**src/rtl/uart_pkg.sv**
```systemverilog
// Shared types and constants for the UART auto-baud path.
package uart_pkg;

    typedef enum logic [2:0] {
        ST_IDLE       = 3'd0,
        ST_ARMED      = 3'd1,
        ST_WAIT_START = 3'd2,
        ST_MEASURE    = 3'd3,
        ST_STOP_CHK   = 3'd4,
        ST_LOCKED     = 3'd5,
        ST_ERROR      = 3'd6
    } state_t;

    // 0x55 sent LSB first gives falling edges at 0, 2T, 4T, 6T and 8T.
    localparam logic [7:0] SYNC_CHAR   = 8'h55;
    localparam int         SYNC_FALLS  = 5;

    localparam int         DIV_W       = 16;

    // total = 8T, so (total + 64) >> 7 = round(T / 16).
    localparam int         ROUND_ADD   = 64;
    localparam int         ROUND_SHIFT = 7;

endpackage

```
**src/rtl/uart_sync_edge.sv**
```systemverilog
// Two-flop synchronizer for an idle-high async line plus a registered
// falling-edge pulse. Every edge sees the same 3-clk latency.
module uart_sync_edge (
    input  logic clk,
    input  logic rst_n,
    input  logic i_async,
    output logic o_sync,
    output logic o_fall
);

    logic r_meta;
    logic r_sync;
    logic r_prev;
    logic r_fall;

    // Sync chain resets to the idle-high level so reset release never
    // produces a spurious falling edge.
    always_ff @(posedge clk or negedge rst_n) begin
        if (!rst_n) begin
            r_meta <= 1'b1;
            r_sync <= 1'b1;
            r_prev <= 1'b1;
            r_fall <= 1'b0;
        end else begin
            r_meta <= i_async;
            r_sync <= r_meta;
            r_prev <= r_sync;
            r_fall <= r_prev & ~r_sync;
        end
    end

    assign o_sync = r_sync;
    assign o_fall = r_fall;

endmodule

```
**src/rtl/uart_autobaud.sv**
```systemverilog
// Auto-baud detector: times a 0x55 sync character on the RX line and
// produces the 16x-oversampling divisor for the baud generator.
//
// state       | meaning
// ------------+-----------------------------------------------------------
// IDLE        | after reset, waiting for arm
// ARMED       | counting continuous idle-high clocks on the line
// WAIT_START  | line proven idle, waiting for the start-bit falling edge
// MEASURE     | timing edge-to-edge intervals across the five falling edges
// STOP_CHK    | waiting to mid-stop-bit, then sampling for framing
// LOCKED      | divisor loaded, holds until arm
// ERROR       | interval, timeout, framing or range failure, holds until arm
module uart_autobaud
    import uart_pkg::*;
#(
    parameter int CNT_W    = 24,
    parameter int IDLE_MIN = 16,
    parameter int TIMEOUT  = 1048575
) (
    input  logic             clk,
    input  logic             rst_n,
    input  logic             serial_in,
    input  logic             arm,
    output logic [DIV_W-1:0] divisor,
    output logic             div_valid,
    output logic             locked,
    output logic             err,
    output logic             busy
);

    localparam logic [CNT_W-1:0] C_IDLE_MIN = CNT_W'(IDLE_MIN);
    localparam logic [CNT_W-1:0] C_TIMEOUT  = CNT_W'(TIMEOUT);

    function automatic logic [CNT_W-1:0] f_sat_inc(input logic [CNT_W-1:0] v);
        return (&v) ? v : v + 1'b1;
    endfunction

    state_t           r_state;
    state_t           r_state_nxt;
    logic [CNT_W-1:0] r_idle;
    logic [CNT_W-1:0] r_idle_nxt;
    logic [CNT_W-1:0] r_total;
    logic [CNT_W-1:0] r_total_nxt;
    logic [CNT_W-1:0] r_interval;
    logic [CNT_W-1:0] r_interval_nxt;
    logic [CNT_W-1:0] r_ref;
    logic [CNT_W-1:0] r_ref_nxt;
    logic [2:0]       r_edge;
    logic [2:0]       r_edge_nxt;
    logic [DIV_W-1:0] r_divisor;
    logic [DIV_W-1:0] r_divisor_nxt;
    logic             r_div_valid;
    logic             r_div_valid_nxt;

    logic             w_line;
    logic             w_fall;
    logic [CNT_W-1:0] w_idle_inc;
    logic [CNT_W-1:0] w_tot_inc;
    logic [CNT_W-1:0] w_int_inc;
    logic [2:0]       w_edge_inc;
    logic [CNT_W-1:0] w_diff;
    logic [CNT_W-1:0] w_tol;
    logic             w_in_tol;
    logic [CNT_W+1:0] w_ref3;
    logic             w_at_sample;
    logic [CNT_W:0]   w_div_sum;
    logic [CNT_W:0]   w_div_wide;
    logic             w_div_zero;
    logic             w_div_ovf;

    uart_sync_edge u_sync_edge (
        .clk     (clk),
        .rst_n   (rst_n),
        .i_async (serial_in),
        .o_sync  (w_line),
        .o_fall  (w_fall)
    );

    // Intervals are counted including the current cycle, so an edge 2T after
    // the previous one reports exactly 2T.
    assign w_idle_inc = f_sat_inc(r_idle);
    assign w_tot_inc  = f_sat_inc(r_total);
    assign w_int_inc  = f_sat_inc(r_interval);
    assign w_edge_inc = r_edge + 3'd1;

    assign w_diff     = (w_int_inc >= r_ref) ? (w_int_inc - r_ref) : (r_ref - w_int_inc);
    assign w_tol      = r_ref >> 3;
    assign w_in_tol   = (w_diff <= w_tol);

    // Reference is 2T, so (3R)>>2 lands at 1.5T past the last falling edge,
    // the middle of the stop bit.
    assign w_ref3      = {2'b00, r_ref} + {1'b0, r_ref, 1'b0};
    assign w_at_sample = ({2'b00, w_int_inc} >= (w_ref3 >> 2));

    assign w_div_sum  = {1'b0, r_total} + (CNT_W+1)'(ROUND_ADD);
    assign w_div_wide = w_div_sum >> ROUND_SHIFT;
    assign w_div_zero = (w_div_wide == '0);
    assign w_div_ovf  = |w_div_wide[CNT_W:DIV_W];

    // State and datapath registers.
    always_ff @(posedge clk or negedge rst_n) begin
        if (!rst_n) begin
            r_state     <= ST_IDLE;
            r_idle      <= '0;
            r_total     <= '0;
            r_interval  <= '0;
            r_ref       <= '0;
            r_edge      <= '0;
            r_divisor   <= '0;
            r_div_valid <= 1'b0;
        end else begin
            r_state     <= r_state_nxt;
            r_idle      <= r_idle_nxt;
            r_total     <= r_total_nxt;
            r_interval  <= r_interval_nxt;
            r_ref       <= r_ref_nxt;
            r_edge      <= r_edge_nxt;
            r_divisor   <= r_divisor_nxt;
            r_div_valid <= r_div_valid_nxt;
        end
    end

    // Next-state and datapath update; arm overrides everything and restarts.
    always_comb begin
        r_state_nxt     = r_state;
        r_idle_nxt      = r_idle;
        r_total_nxt     = r_total;
        r_interval_nxt  = r_interval;
        r_ref_nxt       = r_ref;
        r_edge_nxt      = r_edge;
        r_divisor_nxt   = r_divisor;
        r_div_valid_nxt = 1'b0;

        if (arm) begin
            r_state_nxt    = ST_ARMED;
            r_idle_nxt     = '0;
            r_total_nxt    = '0;
            r_interval_nxt = '0;
            r_ref_nxt      = '0;
            r_edge_nxt     = '0;
        end else begin
            case (r_state)
                ST_ARMED: begin
                    if (w_line) begin
                        r_idle_nxt = w_idle_inc;
                        if (w_idle_inc >= C_IDLE_MIN) begin
                            r_state_nxt = ST_WAIT_START;
                        end
                    end else begin
                        r_idle_nxt = '0;
                    end
                end

                ST_WAIT_START: begin
                    if (w_fall) begin
                        r_total_nxt    = '0;
                        r_interval_nxt = '0;
                        r_edge_nxt     = 3'd1;
                        r_state_nxt    = ST_MEASURE;
                    end
                end

                ST_MEASURE: begin
                    r_total_nxt = w_tot_inc;
                    if (w_fall) begin
                        r_edge_nxt     = w_edge_inc;
                        r_interval_nxt = '0;
                        if (w_edge_inc == 3'd2) begin
                            r_ref_nxt = w_int_inc;
                        end else if (!w_in_tol) begin
                            r_state_nxt = ST_ERROR;
                        end else if (w_edge_inc == 3'(SYNC_FALLS)) begin
                            r_state_nxt = ST_STOP_CHK;
                        end
                    end else if (w_int_inc > C_TIMEOUT) begin
                        r_state_nxt = ST_ERROR;
                    end else begin
                        r_interval_nxt = w_int_inc;
                    end
                end

                ST_STOP_CHK: begin
                    r_interval_nxt = w_int_inc;
                    if (w_at_sample) begin
                        if (!w_line || w_div_zero || w_div_ovf) begin
                            r_state_nxt = ST_ERROR;
                        end else begin
                            r_divisor_nxt   = w_div_wide[DIV_W-1:0];
                            r_div_valid_nxt = 1'b1;
                            r_state_nxt     = ST_LOCKED;
                        end
                    end
                end

                default: begin
                end
            endcase
        end
    end

    assign divisor   = r_divisor;
    assign div_valid = r_div_valid;
    assign locked    = (r_state == ST_LOCKED);
    assign err       = (r_state == ST_ERROR);
    assign busy      = (r_state == ST_ARMED)   || (r_state == ST_WAIT_START) ||
                       (r_state == ST_MEASURE) || (r_state == ST_STOP_CHK);

endmodule
```
**config.mk**
```make
export PLATFORM = sky130hd
export DESIGN_NAME = uart_autobaud
export DESIGN_NICKNAME = d
export VERILOG_FILES = /design/src/rtl/uart_pkg.sv /design/src/rtl/uart_sync_edge.sv /design/src/rtl/uart_autobaud.sv
export SDC_FILE = /design/constraint.sdc
export NUM_CORES = 1
export LEC_CHECK = 0
export CORE_MARGIN = 2
export CORE_UTILIZATION = 30
export CTS_CLUSTER_DIAMETER = 40
export DETAILED_ROUTE_END_ITERATION = 16
export PLACE_DENSITY = 0.52
export REMOVE_ABC_BUFFERS = 1
export SKIP_CTS_REPAIR_TIMING = 1
export SLEW_MARGIN = 25
export SYNTH_ARGS = -nofsm -noshare
export SYNTH_HDL_FRONTEND = slang
export SYNTH_SLANG_ARGS = --single-unit
export TNS_END_PERCENT = 30
```
**constraint.sdc**
```tcl
create_clock -name clk -period 6.2 [get_ports clk]
set_clock_uncertainty 0.1 [all_clocks]
set_input_delay 1.24 -clock clk [delete_from_list [all_inputs] [get_ports clk]]
set_output_delay 1.24 -clock clk [all_outputs]
set_load 0.005 [all_outputs]
```
==> results.toml <==
[status]
status = "complete, no violations"

[grt]
grt_pass1_wl_um = 53400
gr-usage-all-layers_pct = 16.8
grt_max_degree = 76
grt_pass1_vias = 10200
antenna_found_initial = 1
grt_overflow_total = 0

[layout]
layout.nets = 1614
final_cell_mix = "nor2_1, nand2_1, dfrtp_1"
final_area_um2 = 13600
mostFrequentLayoutCell = "nor2_1"
antenna_cells = 0
layout-drive-gt1-share_pct = 15.0
num-fill-cells = 3874
area_growth_syn_to_layout_pct = 19.2
stdcell_count = 2010

[clock_tree]
clock_sinks = 123
clk_path_buf_depth = 2
htree_levels = 4
path_clk_slew_ps = 60
clk_latency_ps = 430
cts_tree = "done"
cts_root_buffer = "clkbuf_16"
cts-buffers-inserted = 17

[worst_setup_path]
startpoint_type = "flop"
ff2ff_path_depth = 30
reg2reg_setup_slack_ps = 350
required_ps = 6410
critPathKind = "reg2reg"
crit_start = "r_interval[0]$_DFFE_PN0P_"
r2r_end = "r_state[0]$_DFFE_PN0P_"
cp_common_cell = "nor2_1"
critPathMaxFanout = 13
crit_arrival_ps = 6060
cpPeakStageDelay_ps = 450
endpoint_kind = "flop"
critPathSlowestCell = "o31ai_1"
endpoint = "r_state[0]$_DFFE_PN0P_"
r2r-start = "r_interval[0]$_DFFE_PN0P_"

[power]
intPower_mw = 2.02
p_comb_share_pct = 41.3
peakVddDrop_v = 0.000223
p_sw_mw = 1.22
cellLeakagePower_nw = 6.25
power_density_nw_per_um2 = 238
switching_share_pct = 37.7
seq_power_share_pct = 26.8
clkPwrFrac_pct = 31.8

[floorplan]
core-area_um2 = 37600
start_util_pct = 30.4
fp.dieH_um = 199
die_w_um = 199
io_pins = 24
rows = 71
dieArea_um2 = 39700

[placed_design]
port_buffers = 23
hpwl_um = 24900
placed_area_um2 = 12700
dp_cells = 1971
routabilityCongestion = 0.867
place_ws_ps = 26.7

[logic_synthesis]
ys_warn_count = 0
seq_area_frac_synth_pct = 27.0
ys_types = 85
synth_area_um2 = 11400
yosys.area_share.simple_pct = 22.1
synth-main-ff-cell = "dfrtp_1"
async_flop_share_pct = 100
ys_top_cells_by_area = "dfrtp_1, ha_1, nor2_1"
synth_top_family_by_area = "simple AND/OR/NAND/NOR gates"
synthXorXnorAreaFrac_pct = 8.02
synth_mux_area_share_pct = 2.30
yosys.area.top_type = "dfrtp_1"
synth_edf_count = 0
synth-compound-area-share_pct = 21.8
yosys.area_share.adder_pct = 13.8
avgSynthCellArea_um2 = 8.07
synth_top_area_share_pct = 26.3
syn_inst = 1417
ys_ff_latch = 123

[sta]
period_needed_ps = 5850
maxSlewViolCount = 0
max_clock_freq_mhz = 171
fin_crit_sh_pct = 94.3
hold_viol = 0
worst_slew_pin_slew_ps = 897
setup_ws_ps = 350
slew_headroom_pct = 40.1
whs_ps = 255
fin_tns_setup_ps = 0
setup_viol = 0

[job]
maxCapViolations = 0

[drt]
antenna_left = 0
drt-vias-per-instance = 5.17
dr_total_vias = 10400
wl_met2_um = 14700
route.detailed.drc = 0
highest_layer = "met4"
wl_met1_um = 16000
routedWlPerCell_um = 16.1
met3_length_um = 952
drt-initial-drc-count = 569
first_pass_iters = 7
wl_um = 32400

[worst_hold_path]
hold_path.class = "reg2reg"
[cells by family (layout without fill, tap and decap cells)]
kind of cell,after synthesis,in the layout
xor+xnor,103,103
fa+ha+maj,124,124
compound gates,386,386
simple gates,513,513
flops,123,123
buf+inv,144,226
mux,24,24
[power groups by stage]
stage	Sequential [mW]	Clock, mW	Combinational, mW
floorplan	0.870	0	0.888
global placement	0.883	0	1.28
detailed placement	0.885	0	1.28
CTS	0.870	1.06	1.29
global route	0.876	1.09	1.50
finish	0.871	1.03	1.34
[worst max-delay path: cells and delay by family, from the launching register on]
family,cells,cell delay (ps)
adders and majority gates,3,850
AOI/OAI and AO/OA,8,1400
buffers and inverters,3,480
DFF,1,380
muxes,1,290
and+or+nand+nor,13,1920
xor gates and xnor gates,2,290
[Yosys cell counts (all sizes together), types with 34 or more instances]
library cell,number
inv,71
xnor2,50
clkbuf,48
o21ai,105
nand3,48
ha,121
nor2,160
o31ai,34
dfrtp,120
nand2,134
xor2,53
a21oi,103
nand4,39
[area by class of cell]
type / count / area (um^2) / area share, %
repair buffers: 123 / 986 / 7.24
clock inverters: 13 / 155 / 1.14
multi-input cells: 1150 / 8040 / 59.0
well taps: 511 / 639 / 4.69
flip-flops and latches: 123 / 3080 / 22.6
clock buffers: 19 / 453 / 3.33
inverters: 71 / 267 / 1.96
[routing by layer]
layer  GRT usage (%)  vias to the layer above
met5               0                        -
met4            4.86                        0
met3            2.13                       49
met2            26.9                      176
met1            23.6                     4941
li1                -                     5216
[stage by stage]
stage          total power, mW  util, %
6_report                  3.25     36.3
4_1_cts                   3.22     35.4
3_3_place_gp              2.16     33.8
3_5_place_dp              2.16     33.8
5_1_grt                   3.47     36.3
2_1_floorplan             1.76        -
[flip-flops by register name (all words and copies together), names as in the netlist]
name                count
r_idle                 24
r_interval             24
r_ref                  24
r_total                24
divisor                16
r_edge                  3
r_state                 3
div_valid               1
u_sync_edge.o_fall      1
u_sync_edge.o_sync      1
u_sync_edge.r_meta      1
u_sync_edge.r_prev      1
[worst min path at each step]
stage	startpoint	to	slack (ps)	depth (start not counted)
6_report	u_sync_edge.r_meta$_DFF_PN1_	u_sync_edge.o_sync$_DFF_PN1_	260	0
5_1_grt	u_sync_edge.r_meta$_DFF_PN1_	u_sync_edge.o_sync$_DFF_PN1_	260	0
4_1_cts	u_sync_edge.r_meta$_DFF_PN1_	u_sync_edge.o_sync$_DFF_PN1_	260	0
3_5_place_dp	u_sync_edge.r_meta$_DFF_PN1_	u_sync_edge.o_sync$_DFF_PN1_	250	0
3_3_place_gp	u_sync_edge.r_meta$_DFF_PN1_	u_sync_edge.o_sync$_DFF_PN1_	250	0
2_1_floorplan	u_sync_edge.r_meta$_DFF_PN1_	u_sync_edge.o_sync$_DFF_PN1_	250	0
Note: power is estimated with default switching activity, not from simulation.
